[src/rtl/piradip_trigger_pkg.sv]
// Shared state type and signed threshold-crossing compare for the AXI-Stream level trigger.
package piradip_trigger_pkg;

    typedef enum logic [1:0] {
        TRIG_IDLE,
        TRIG_ARMED,
        TRIG_HOLDOFF
    } trig_state_t;

    // Samples are sign-extended to this width before comparing; supports SAMPLE_WIDTH up to 64.
    localparam int CMP_WIDTH = 64;

    function automatic logic is_crossing(
        input logic signed [CMP_WIDTH-1:0] cur,
        input logic signed [CMP_WIDTH-1:0] prev,
        input logic signed [CMP_WIDTH-1:0] thr,
        input logic                        rising
    );
        if (rising) begin
            return (prev < thr) && (cur >= thr);
        end
        return (prev >= thr) && (cur < thr);
    endfunction

endpackage

[src/rtl/piradip_lane_crossing_detect.sv]
// Combinational per-lane crossing detector with a lowest-lane-wins priority encoder.
module piradip_lane_crossing_detect
    import piradip_trigger_pkg::*;
#(
    parameter  int SAMPLE_WIDTH     = 16,
    parameter  int SAMPLES_PER_BEAT = 4,
    localparam int DATA_WIDTH       = SAMPLE_WIDTH * SAMPLES_PER_BEAT,
    localparam int LANE_WIDTH       = (SAMPLES_PER_BEAT > 1) ? $clog2(SAMPLES_PER_BEAT) : 1
) (
    input  logic [DATA_WIDTH-1:0]   beat_i,
    input  logic [SAMPLE_WIDTH-1:0] prev_sample_i,
    input  logic                    prev_valid_i,
    input  logic [SAMPLE_WIDTH-1:0] threshold_i,
    input  logic                    rising_i,
    output logic                    hit_o,
    output logic [LANE_WIDTH-1:0]   first_lane_o
);

    logic signed [CMP_WIDTH-1:0] thr_ext;
    // Index 0 holds the previous beat's last sample; index i+1 holds lane i.
    logic signed [CMP_WIDTH-1:0] sample_ext [SAMPLES_PER_BEAT+1];
    logic [SAMPLES_PER_BEAT-1:0] lane_hit;

    assign thr_ext       = CMP_WIDTH'($signed(threshold_i));
    assign sample_ext[0] = CMP_WIDTH'($signed(prev_sample_i));

    for (genvar g = 0; g < SAMPLES_PER_BEAT; g++) begin : g_lane
        assign sample_ext[g+1] = CMP_WIDTH'($signed(beat_i[g*SAMPLE_WIDTH +: SAMPLE_WIDTH]));
        assign lane_hit[g]     = ((g != 0) || prev_valid_i)
                               && is_crossing(sample_ext[g+1], sample_ext[g], thr_ext, rising_i);
    end

    always_comb begin
        // NOTE: every output gets a default before the loop so no latch is inferred.
        hit_o        = |lane_hit;
        first_lane_o = '0;
        for (int i = SAMPLES_PER_BEAT - 1; i >= 0; i--) begin
            if (lane_hit[i]) begin
                first_lane_o = LANE_WIDTH'(i);
            end
        end
    end

endmodule

[src/rtl/piradip_axis_level_trigger.sv]
// Single-register AXI-Stream pass-through that scans accepted beats for a threshold crossing
// and emits a one-cycle trigger aligned with the load of the crossing beat.
module piradip_axis_level_trigger
    import piradip_trigger_pkg::*;
#(
    parameter  int SAMPLE_WIDTH     = 16,
    parameter  int SAMPLES_PER_BEAT = 4,
    parameter  int HOLDOFF_WIDTH    = 16,
    localparam int DATA_WIDTH       = SAMPLE_WIDTH * SAMPLES_PER_BEAT,
    localparam int LANE_WIDTH       = (SAMPLES_PER_BEAT > 1) ? $clog2(SAMPLES_PER_BEAT) : 1
) (
    input  logic                     aclk,
    input  logic                     aresetn,
    input  logic [DATA_WIDTH-1:0]    s_tdata,
    input  logic                     s_tvalid,
    output logic                     s_tready,
    output logic [DATA_WIDTH-1:0]    m_tdata,
    output logic                     m_tvalid,
    input  logic                     m_tready,
    input  logic                     arm,
    input  logic                     disarm,
    input  logic                     rising,
    input  logic                     one_shot,
    input  logic [SAMPLE_WIDTH-1:0]  threshold,
    input  logic [HOLDOFF_WIDTH-1:0] holdoff,
    output logic                     trigger,
    output logic [LANE_WIDTH-1:0]    trigger_lane,
    output logic                     armed,
    output logic [31:0]              trigger_count
);

    logic [DATA_WIDTH-1:0]    m_tdata_q;
    logic                     m_tvalid_q;
    logic [SAMPLE_WIDTH-1:0]  prev_sample_q;
    logic                     prev_valid_q;
    trig_state_t              state_q, state_d;
    logic [HOLDOFF_WIDTH-1:0] holdoff_cnt_q, holdoff_cnt_d;
    logic                     trigger_q;
    logic [LANE_WIDTH-1:0]    trigger_lane_q;
    logic [31:0]              trigger_count_q;

    logic                     accept;
    logic                     hit;
    logic [LANE_WIDTH-1:0]    hit_lane;
    logic                     fire;

    assign s_tready = ~m_tvalid_q | m_tready;
    assign accept   = s_tvalid & s_tready;

    piradip_lane_crossing_detect #(
        .SAMPLE_WIDTH     (SAMPLE_WIDTH),
        .SAMPLES_PER_BEAT (SAMPLES_PER_BEAT)
    ) u_detect (
        .beat_i        (s_tdata),
        .prev_sample_i (prev_sample_q),
        .prev_valid_i  (prev_valid_q),
        .threshold_i   (threshold),
        .rising_i      (rising),
        .hit_o         (hit),
        .first_lane_o  (hit_lane)
    );

    always_ff @(posedge aclk or negedge aresetn) begin
        if (!aresetn) begin
            m_tdata_q     <= '0;
            m_tvalid_q    <= 1'b0;
            prev_sample_q <= '0;
            prev_valid_q  <= 1'b0;
        end else if (accept) begin
            // NOTE: non-blocking assignments keep all registers updating from pre-edge values.
            m_tdata_q     <= s_tdata;
            m_tvalid_q    <= 1'b1;
            prev_sample_q <= s_tdata[DATA_WIDTH-1 -: SAMPLE_WIDTH];
            prev_valid_q  <= 1'b1;
        end else if (m_tready) begin
            m_tvalid_q    <= 1'b0;
        end
    end

    always_comb begin
        state_d       = state_q;
        holdoff_cnt_d = holdoff_cnt_q;
        fire          = 1'b0;
        case (state_q)
            TRIG_IDLE: begin
                if (arm) begin
                    state_d = TRIG_ARMED;
                end
            end
            TRIG_ARMED: begin
                if (accept && hit) begin
                    fire = 1'b1;
                    if (one_shot) begin
                        state_d = TRIG_IDLE;
                    end else if (holdoff != '0) begin
                        state_d       = TRIG_HOLDOFF;
                        holdoff_cnt_d = holdoff;
                    end
                end
            end
            TRIG_HOLDOFF: begin
                // The beat that drains the counter re-arms but is itself never eligible.
                if (accept) begin
                    holdoff_cnt_d = holdoff_cnt_q - 1'b1;
                    if (holdoff_cnt_q == HOLDOFF_WIDTH'(1)) begin
                        state_d = TRIG_ARMED;
                    end
                end
            end
            default: state_d = TRIG_IDLE;
        endcase
        if (disarm) begin
            state_d = TRIG_IDLE;
            fire    = 1'b0;
        end
    end

    always_ff @(posedge aclk or negedge aresetn) begin
        if (!aresetn) begin
            state_q         <= TRIG_IDLE;
            holdoff_cnt_q   <= '0;
            trigger_q       <= 1'b0;
            trigger_lane_q  <= '0;
            trigger_count_q <= '0;
        end else begin
            state_q       <= state_d;
            holdoff_cnt_q <= holdoff_cnt_d;
            trigger_q     <= fire;
            if (fire) begin
                trigger_lane_q  <= hit_lane;
                trigger_count_q <= trigger_count_q + 32'd1;
            end
        end
    end

    assign m_tdata       = m_tdata_q;
    assign m_tvalid      = m_tvalid_q;
    assign trigger       = trigger_q;
    assign trigger_lane  = trigger_lane_q;
    assign armed         = (state_q == TRIG_ARMED);
    assign trigger_count = trigger_count_q;

endmodule

[config.mk]
export PLATFORM = sky130hd
export DESIGN_NAME = piradip_axis_level_trigger
export DESIGN_NICKNAME = d
export VERILOG_FILES = /design/src/rtl/piradip_trigger_pkg.sv /design/src/rtl/piradip_lane_crossing_detect.sv /design/src/rtl/piradip_axis_level_trigger.sv
export SDC_FILE = /design/constraint.sdc
export NUM_CORES = 1
export LEC_CHECK = 0
export CAP_MARGIN = 20
export CELL_PAD_IN_SITES_DETAIL_PLACEMENT = 1
export CELL_PAD_IN_SITES_GLOBAL_PLACEMENT = 1
export CORE_MARGIN = 8
export CORE_UTILIZATION = 36
export DETAILED_ROUTE_END_ITERATION = 16
export GPL_ROUTABILITY_DRIVEN = 0
export HOLD_SLACK_MARGIN = 0.08
export MAX_ROUTING_LAYER = met4
export PLACE_DENSITY = 0.83
export SLEW_MARGIN = 20
export SYNTH_ARGS = -nofsm -noshare
export SYNTH_HDL_FRONTEND = slang
export SYNTH_SLANG_ARGS = --single-unit
[constraint.sdc]
create_clock -name aclk -period 3.8 [get_ports aclk]
set_input_delay 0.95 -clock aclk [delete_from_list [all_inputs] [get_ports aclk]]
set_output_delay 0.95 -clock aclk [all_outputs]
set_load 0.03 [all_outputs]
==> results.toml <==
[place]
dp_slack_ns = -0.8873
portBuffers = 205
postPlaceCellArea_um2 = 10160
dp_hpwl_mm = 20.99

[cts]
cts_buffer_depth = 2
cts.sinks = 119
clk_pin_slew_ns = 0.06
worst_skew_pair.late_latency_ns = 0.44
cts.root.buffer_cell = "clkbuf_16"
numCtsBuffers = 17
ctsHtreeMaxLevel = 4
cts_tree = "built"
ctsHoldBuffers = 0

[drt]
drt_iter0_markers = 343
wirelength_mm = 33.21
avgViaCountPerCell = 5.549
remaining_drc_errors = 0
drtPass1Iterations = 5
drtAntennaViolNets = 0
wl_per_cell_um = 23.99
vias = 7680

[sta]
setup_viol = 1
rsz0062_at_grt = "true"
slew_violations = 0
timing.fmax_mhz = 262.8
worst_slew_pin_slew_ns = 0.8677
maxSlewHeadroom = 0.4162
fin_worst_skew_ns = 0.01076
finalWorstSetupSlack_ns = -0.005675
holdWs_ns = 0.4493
hold_violations = 0
fin_crit_sh = 1.001
fin_crit_ns = 3.806

[synthesis]
synth_xor_area_frac = 0.03739
yosysTopAreaCell = "dfrtp_1"
syn_inst = 791
synth-seq-cells = 119
synth_top_family_by_area = "simple AND/OR/NAND/NOR gates"
synth_area_leaders = "dfrtp_1, ha_1, nand2_1"
seq_area_frac_synth = 0.4101
synth_most_common_cell = "nand2_1"
synthMuxAreaShare = 0.005686
synth_fa_ha_area_frac = 0.1430
ys_top_cells_by_count = "nand2_1, dfrtp_1, ha_1"
synth-compound-area-share = 0.1273
ys.flop_type = "dfrtp_1"
synth_cell_types = 66
synthArstFlopShare = 1.000
synth_top_cell_area_share = 0.4101
synth_fp_nets = 978
synth_edf_count = 0
synth-simple-area-share = 0.2445
syn_avg_cell_area_um2 = 9.181
ys_warn_count = 0
syn_area_um2 = 7262

[power]
internal-power_mw = 3.101
power.switching_mw = 1.863
pwr-share-seq = 0.335
p_sw_frac = 0.3753
clock_power_share = 0.318
power_density_nw_per_um2 = 423.5
p_comb_frac = 0.347
p_leak_nw = 5.439
peakVddDrop_v = 0.0003626

[global_routing]
grt_pass1_vias = 8207
overflow = 0
grt_max_degree = 69
antenna_found_initial = 1
grt_pass1_wl_mm = 47.11
grt.total_usage = 0.2534

[critical_path]
reg2regPathDepth = 16
critical_path_depth = 18
setup.worst_path.start = "threshold[1]"
critPathTopFamily = "compound AO/OA/AOI/OAI gates"
r2r-end = "trigger_count[4]"
crit_fanout = 10
crit_type = "in2reg"
endpoint_kind = "flop"
crit_top_cell = "buf_12"
crit_arrival_ns = 4.13
required_ns = 4.12
crit_chain = "dlygate4sd2_1, inv_2, buf_6, buf_4, ha_1, nor2b_1, o211ai_1, a21o_1, o211ai_2, mux2i_2, a21boi_4, a221oi_4, buf_12, a31oi_4, buf_12, buf_12, nand4_1, xnor2_1"
r2r_start = "m_tdata[53]"
critical_path.max_stage_delay_ns = 0.32
endpoint = "trigger_count[4]"
ff2ff_setup_slack_ns = 0.49
worst-path-buf-inv = 7
startpoint_type = "primary input"
slowest_stage = "mux2i_2"

[die]
core-area_um2 = 20040
die_area_um2 = 24970
start_util = 0.3624
die_x_um = 158.0
pin_count = 206
die_height_um = 158.0
row_count = 52

[min_path]
hold_path.class = "in2async"

[finish]
fillers = 2271
stdcell_area_um2 = 11720
layout-drive-gt1-share = 0.2543
area_delta_synth_final_pct = 61.42
final_net_count = 1287

[run]
cap_violations = 0

[outcome]
status = "finished, violations left"
violations = "negative setup slack"
## logic make-up (layout without fill, tap and decap cells)
| logic type | after synthesis | after routing |
|---|---|---|
| compound gates | 125 | 126 |
| xor+xnor | 31 | 31 |
| fa+ha+maj | 83 | 83 |
| buf+inv | 54 | 374 |
| flops | 119 | 119 |
| mux | 4 | 4 |
| other cells | 0 | 1 |
| simple gates | 375 | 376 |
## sequential cells by signal (all words and copies together) (netlist names)
signal and count:
holdoff_cnt_q 16, m_tdata 64, m_tvalid 1, prev_valid_q 1, state_q 2, trigger 1
trigger_count 32, trigger_lane 2
## metal layers
layer	vias up	track usage	wire (um)
met5	-	-	0
met4	0	0.07948	1177
li1	3439	-	-
met3	92	0.05678	1980
met1	3840	0.2943	13250
met2	309	0.4304	16800
## worst min path at each step
stage / from / endpoint / slack [ns] / cells past startpoint
after floorplan: holdoff_cnt_q[14] / holdoff_cnt_q[14] / 0.45 / 1
after global placement: m_tdata[20] / m_tdata[20] / 0.46 / 2
after detailed placement: m_tdata[12] / m_tdata[12] / 0.46 / 2
after CTS: aresetn / holdoff_cnt_q[11] / 0.47 / 1
after global routing: aresetn / holdoff_cnt_q[11] / 0.48 / 1
final: aresetn / holdoff_cnt_q[10] / 0.45 / 1
## power groups by stage
stage                     registers [mW]  clock network, mW  logic [mW]
final                               1.66               1.58        1.72
after detailed placement            1.67                  0        1.48
after floorplan                     1.86                  0       0.562
after global placement              1.66                  0        1.44
after global routing                1.70               1.63        1.83
after CTS                           1.66               1.59        1.59
## layout by cell type, fill, tap and decap left out, types with 6 or more instances in the layout
cell / instances
a21o_1: 8
and3_1: 18
a21oi_2: 9
dlymetal6s2s_1: 26
inv_4: 8
nand3_1: 17
a21oi_1: 27
buf_6: 9
nor2_1: 19
o22ai_1: 6
buf_4: 91
inv_2: 7
and2_1: 10
dlygate4sd2_1: 10
nor2b_1: 8
buf_12: 8
dfrtp_1: 119
nor4_1: 9
nand2_2: 6
ha_1: 43
xnor2_1: 30
nand2_1: 207
clkbuf_2: 24
o21ai_0: 12
clkbuf_16: 17
ha_4: 38
inv_1: 12
o211ai_1: 8
nand2b_1: 10
nand4_1: 36
clkdlybuf4s50_1: 142
nor3_1: 12
## final cells by class
cell class | instances | area, um2 | area share
repair buffers | 315 | 2977 | 0.2539
flip-flops and latches | 119 | 2978 | 0.2540
clock buffers | 18 | 439.2 | 0.03746
clock inverters | 14 | 116.4 | 0.009926
well taps | 270 | 337.8 | 0.02882
multi-input cells | 620 | 4751 | 0.4053
diodes | 1 | 2.502 | 0.0002135
inverters | 27 | 121.4 | 0.01035
## stage by stage
step / std cells / utilization / TNS [ns] / total power, mW
finish: 1384 / 0.5850 / -0.005675 / 4.965
global placement: 1317 / 0.5068 / -36.15 / 3.096
global route: 1384 / 0.5850 / -1.503 / 5.157
CTS: 1367 / 0.5607 / 0 / 4.841
detailed placement: 1317 / 0.5068 / -41.49 / 3.155
floorplan: 791 / - / -0.01819 / 2.419
## repair_timing
item	in CTS	in global routing
endpoints found under the setup margin	52	52
cloned	3	0
pin swaps	27	51
gates resized for setup	109	126
hold endpoints to repair	0	0
buffers inserted	16	17
No activity file was read; power rests on OpenSTA's default activity.
==> RTL edit (same flow settings) <==
Make the reset (`aresetn`) synchronous in 2 clocked blocks.
--- a/src/rtl/piradip_axis_level_trigger.sv
+++ b/src/rtl/piradip_axis_level_trigger.sv
@@ -61,5 +61,5 @@
     );
 
-    always_ff @(posedge aclk or negedge aresetn) begin
+    always_ff @(posedge aclk) begin
         if (!aresetn) begin
             m_tdata_q     <= '0;
@@ -116,5 +116,5 @@
     end
 
-    always_ff @(posedge aclk or negedge aresetn) begin
+    always_ff @(posedge aclk) begin
         if (!aresetn) begin
             state_q         <= TRIG_IDLE;
Behaviour: differs if aresetn is asserted again (counterexample within 4 cycles, from zero or initial values and one cycle with aresetn low); with aresetn held inactive, the same outputs for 10 cycles.
==> RTL edit against the original RTL <==
  * The flow still finishes with violations (setup timing)
  * Worst setup slack got worse by 0.33 ns
  * Register-to-register slack got worse by 0.13 ns
  * Final area rose by 1.1%
  * Area after synthesis shrank 3.3%
  * Final cell count is 5.8% higher
  * Wire length is 29% higher
  * Total power shrank 16%
  * Sequential cell count unchanged
==> RTL edit: results (changes against the original RTL) <==
| Metric | Value |
|---|---|
| Largest cells by area after synthesis | dfxtp_1, ha_1, nand2_1, a21oi_1, nor2_1 (was dfrtp_1, ha_1, nand2_1, xnor2_1, nand4_1) |
| Drt total wl | 43.0 mm (was 33.2 mm) |
| Vias in the first global route | 9295 (was 8207) |
| Final net count | 1368 (was 1287) |
| Endpoints failing setup | 49 (was 1) |
| Worst-Margin Slew | 0.779 ns (was 0.868 ns) |
| Iter 0 DRT Violations | 859 (was 343) |
| Critical Path Fanout Max | 7 (was 10) |
| Final worst slack | -0.334 ns (was -0.00567 ns) |
| Adder-cell share of the synthesized area | 0.148 (was 0.143) |
| Post-synthesis compound-gate area fraction | 0.185 (was 0.127) |
| Status | finished with violations (unchanged) |
| Setup tns final | -9.53 ns (was -0.00567 ns) |
| Avg Cell Area, Syn | 7.97 µm² (was 9.18 µm²) |
| Failing checks | setup timing (unchanged) |
| Post-place setup slack | -0.802 ns (was -0.887 ns) |
| Gr usage total | 0.292 (was 0.253) |
| Fin Clk Skew | 0.0161 ns (was 0.0108 ns) |
| Largest net degree at the start of global routing | 67 (was 69) |
| LEAKAGE | 0.00487 µW (was 0.00544 µW) |
| Syn Nets | 1068 (was 978) |
| Slowest stage delay, CP | 0.54 ns (was 0.32 ns) |
| Mux cell area share after synthesis | 0.0121 (was 0.00569) |
| Post-synth ARST share | 0 (was 1.00) |
| Layout cells sized above 1 | 0.252 (was 0.254) |
| Routed len/inst | 29.4 µm (was 24.0 µm) |
[RTL edit: metal layers]
metal | track usage | wire length, µm | vias up
met5 | - | 0 | -
met1 | 0.306 | 15900 | 4496
met3 | 0.0698 | 3460 | 243
li1 | - | - | 3769
met2 | 0.490 | 20300 | 596
met4 | 0.183 | 3320 | 0
[RTL edit: final timing paths]
kind                                  startpoint                 to  slack (ns)  cells after the start
worst min-delay path                 m_tdata[21]        m_tdata[21]        0.45                      2
worst max-delay path               threshold[11]  trigger_count[15]       -0.33                     16
worst min register to register       m_tdata[21]        m_tdata[21]        0.45                      2
worst max register to register  trigger_count[2]  trigger_count[23]        0.36                     10
[RTL edit: kinds of logic after synthesis]
group	after synthesis
buf+inv	68
mux	8
xor+xnor	17
flops	119
fa+ha+maj	83
compound gates	217
simple gates	369
[RTL edit: timing repair]
action | CTS | global route
endpoints found under the hold margin | 0 | 0
cloned | 2 | 1
resized for setup | 134 | 151
hold buffers | 0 | 0
buffers inserted | 10 | 21
pin swaps | 37 | 62
setup endpoints to repair | 51 | 52
[RTL edit: worst min-delay path: cells and delay by family, from the launching register on]
| family | cells | cell delay (ns) |
|---|---|---|
| compound gates | 1 | 0.05 |
| simple gates | 1 | 0.05 |
| flops | 1 | 0.30 |
[RTL edit: final cells by class]
class | count | area, µm²
Sequential cell | 119 | 2380
Clock buffer | 23 | 488
Timing Repair Buffer | 313 | 2980
Antenna cell | 7 | 17.5
Inverter | 34 | 149
Fill cell | 2163 | 7490
Multi-Input combinational cell | 696 | 5430
Clock inverter | 7 | 71.3
Tap cell | 265 | 332
[RTL edit: power groups by stage]
stage / Clock (µW) / Sequential, µW / Combinational [µW]
2_1_floorplan: 0 / 1420 / 337
3_3_place_gp: 0 / 1350 / 820
3_5_place_dp: 0 / 1350 / 847
4_1_cts: 1580 / 1320 / 965
5_1_grt: 1670 / 1330 / 1250
6_report: 1620 / 1330 / 1220
[RTL edit: through the flow]
| step | cell area (µm²) | util |
|---|---|---|
| floorplan | 7020 | - |
| global placement | 9870 | 0.510 |
| detailed placement | 9870 | 0.510 |
| CTS | 11100 | 0.574 |
| global route | 11800 | 0.613 |
| finish | 11800 | 0.613 |
